### src/rtl/mux_4_to_1.sv
// Four-input selector: combinational output, a registered copy of the
// selected value, and a registered strobe that fires when the select changes.
module mux_4_to_1 #(
    parameter int WIDTH = 1
) (
    input  logic             i_Clk,
    input  logic             i_Rst,
    input  logic [WIDTH-1:0] i_Data0,
    input  logic [WIDTH-1:0] i_Data1,
    input  logic [WIDTH-1:0] i_Data2,
    input  logic [WIDTH-1:0] i_Data3,
    input  logic             i_Sel0,
    input  logic             i_Sel1,
    output logic [WIDTH-1:0] o_Data,
    output logic [WIDTH-1:0] o_Data_Reg,
    output logic             o_Sel_Change
);

    logic [1:0]       w_Sel;
    logic [WIDTH-1:0] w_Data;
    logic [WIDTH-1:0] r_Data_Reg;
    logic [1:0]       r_Sel_Hist;
    logic             r_Sel_Change;

    assign w_Sel = {i_Sel1, i_Sel0};

    // An unknown select falls to the default arm so the output goes X in simulation.
    always_comb begin
        w_Data = 'x;
        case (w_Sel)
            2'b00:   w_Data = i_Data0;
            2'b01:   w_Data = i_Data1;
            2'b10:   w_Data = i_Data2;
            2'b11:   w_Data = i_Data3;
            default: w_Data = 'x;
        endcase
    end

    always_ff @(posedge i_Clk) begin
        if (i_Rst) begin
            r_Data_Reg   <= '0;
            r_Sel_Hist   <= 2'b00;
            r_Sel_Change <= 1'b0;
        end else begin
            r_Data_Reg   <= w_Data;
            r_Sel_Hist   <= w_Sel;
            r_Sel_Change <= (w_Sel != r_Sel_Hist);
        end
    end

    assign o_Data       = w_Data;
    assign o_Data_Reg   = r_Data_Reg;
    assign o_Sel_Change = r_Sel_Change;

endmodule

### config.mk
export PLATFORM = sky130hd
export DESIGN_NAME = mux_4_to_1
export DESIGN_NICKNAME = d
export VERILOG_FILES = /design/src/rtl/mux_4_to_1.sv
export SDC_FILE = /design/constraint.sdc
export NUM_CORES = 1
export LEC_CHECK = 0
export ABC_CLOCK_PERIOD_IN_PS = 1060
export CAP_MARGIN = 40
export CORE_AREA = 10 10 47 49
export DETAILED_ROUTE_END_ITERATION = 10
export DIE_AREA = 0 0 57 59
export HOLD_SLACK_MARGIN = 0.15
export PLACE_DENSITY = 0.3
export SLEW_MARGIN = 10
export SYNTH_ARGS = -nofsm -noshare
export SYNTH_HDL_FRONTEND = slang
export SYNTH_SLANG_ARGS = --single-unit
### constraint.sdc
create_clock -name i_Clk -period 1.06 [get_ports i_Clk]
set_input_delay 0.212 -clock i_Clk [delete_from_list [all_inputs] [get_ports i_Clk]]
set_output_delay 0.212 -clock i_Clk [all_outputs]
set_load 0.005 [all_outputs]
==> results.ini <==
[power_and_ir_drop]
p_leak_nw=0.139
p_comb_share_pct=19.0
clkPwrFrac_pct=43.3
pwr-share-seq_pct=37.6
ir_worst_vdd_mv=0.325
powerDensity_nw_per_um2=1450
p_int_uw=348
switching_share_pct=20.7
switching_power_uw=90.6
finalPower_uw=438

[placed_design]
io_buffers=10
numPlacedInstances=39
gp_congestion=0.570
pre_cts_slack_ns=-0.856

[floorplanning]
core_um2=1400
ios=11
fp.dieW_um=57
num_rows=14
die_h_um=59
initial_core_util_pct=10.8
die-area_um2=3360

[layout]
multiInputGateArea_um2=71.3
fillerInstances=162
final_cell_mix=buf_2 (4), dfxtp_1 (4), buf_4 (4), clkbuf_4 (3), dlygate4sd2_1 (3)
drive_gt1_share_pct=53.6
area_growth_syn_to_layout_pct=100
nets=38
ff_latch_area_um2=80.1
fin_cells=44
diodes=0

[routing]
first_iter_violations=0
viasPerCell=3.23
drc=0
antenna_left=0
totalWireLength_um=449
drt_pre_antenna_iters=1
wl_per_cell_um=10.2
vias=142

[timing]
skew_ns=0.000398
whs_ns=0.297
relSlewSlack_pct=85.8
grt_setup_unrepaired=yes
max_slew.worst_pin.slew_ns=0.212
fmax_mhz=874
fin_crit_ns=1.14
finalSetupViolations=1
post-route-period-util_pct=108
finalHoldViolations=0
timing.final.ws_setup_ns=-0.0847
finalMaxSlewViolations=0

[global_route]
use_met1_pct=2.14
busiest_layer=met4
use_met2_pct=3.26
grt_max_degree=5
grt_use_met3_pct=3.86
grt_pass1_wl_um=738
antenna_found_initial=0
grt_overflow=0
grt_usage_pct=3.50
grt_pass1_vias=178

[worst_setup_path]
cp-end-kind=primary output
r2r_setup_slack_ns=0.44
ff2ff_path_depth=2
startpoint=i_Sel0
worstPathRequired_ns=0.85
reg2reg_to=o_Sel_Change
worstPathArrival_ns=0.93
reg2reg_from=r_Sel_Hist[0]
worstSetupStartpointType=input port
crit_type=in2out
crit_end=o_Data
crit_fanout=2

[yosys]
synth_area_per_cell_um2=13.8
ys_warn_count=0
synth_area_leaders=dfxtp_1 (53%), mux4_2 (15%), xnor2_1 (12%)
netlist_area_um2=151
synth_top_cell_area_share_pct=52.9
synth_nets=19
synth_cells=11
ys_ff_latch=4
post_synth_num_cell_types=6
synth.largest_area_cell=dfxtp_1
seq_area_frac_synth_pct=52.9

[clock_tree]
cts.reportedPaths.clkPinSlew_ns=0.04
cts_root_buf=clkbuf_4
cts_buffers=3
clock-sinks=4
clk_path_buf_depth=2
cts_tree=done
clk_latency_ns=0.23
htreeDepth=1

[job]
maxCapViolCount=0

[status]
status=complete, but fails checks
violations=setup timing

[min_path]
hp-class=in2reg

[area by class of cell]
type | instances | area share, %
Multi-Input combinational cell | 7 | 23.6
Sequential cell | 4 | 26.4
Tap cell | 16 | 6.61
Timing Repair Buffer | 14 | 36.0
Clock buffer | 3 | 7.44
[per-layer routing]
metal / vias up / routed length, µm
met1: 58 / 158
met4: 0 / 27
met2: 11 / 170
li1: 71 / -
met5: - / 0
met3: 2 / 93
[registers in the layout (all words and copies together), names as in the netlist]
register,count
o_Sel_Change,1
o_Data_Reg,1
r_Sel_Hist,2
[cells by family after synthesis]
group,Yosys count,synth area share (%)
simple gates,3,17.4
xor+xnor,2,11.6
compound gates,1,3.30
mux,1,14.9
flops,4,52.9
[how the worst min path moves through the flow]
| stage | slack, ns | to | from | depth (start not counted) |
|---|---|---|---|---|
| after global placement | 0.51 | o_Sel_Change | r_Sel_Hist[1] | 2 |
| after CTS | 0.29 | r_Sel_Hist[0] | i_Sel0 | 3 |
| after global routing | 0.29 | r_Sel_Hist[0] | i_Sel0 | 3 |
| after floorplan | 0.28 | o_Data_Reg | i_Rst | 1 |
| after detailed placement | 0.51 | o_Sel_Change | r_Sel_Hist[1] | 2 |
| final | 0.30 | r_Sel_Hist[0] | i_Sel0 | 3 |
[per-stage QoR]
stage          TNS (ns)  area (µm²)  utilization (%)
3_5_place_dp      -1.39         287             20.4
2_1_floorplan         0         151                -
6_report        -0.0847         303             21.6
4_1_cts         -0.0806         289             20.6
5_1_grt         -0.0956         303             21.6
3_3_place_gp      -1.47         287             20.4
[power by group through the flow]
stage	combinational, mW	sequential (mW)	clock [mW]
2_1_floorplan	0.0243	0.168	0
3_3_place_gp	0.0857	0.167	0
3_5_place_dp	0.0853	0.168	0
4_1_cts	0.0743	0.165	0.201
5_1_grt	0.0905	0.165	0.215
6_report	0.0835	0.165	0.190
[synth_stat cells]
cell type  number
mux4_2          1
a21oi_1         1
nor2b_1         2
dfxtp_1         4
nor2b_4         1
xnor2_1         2
[repair_timing]
action | in CTS | in global routing
resized for setup | 24 | 1
setup buffers | 1 | 1
setup endpoints to repair | 4 | 1
endpoints found under the hold margin | 0 | 0
cloned | 0 | 0
hold buffers | 0 | 0
[worst max-delay path, stage by stage]
cell and delay [ns]:
buf_6 0.07, mux4_2 0.51, buf_6 0.14
Power figures use the tool's default switching activity.
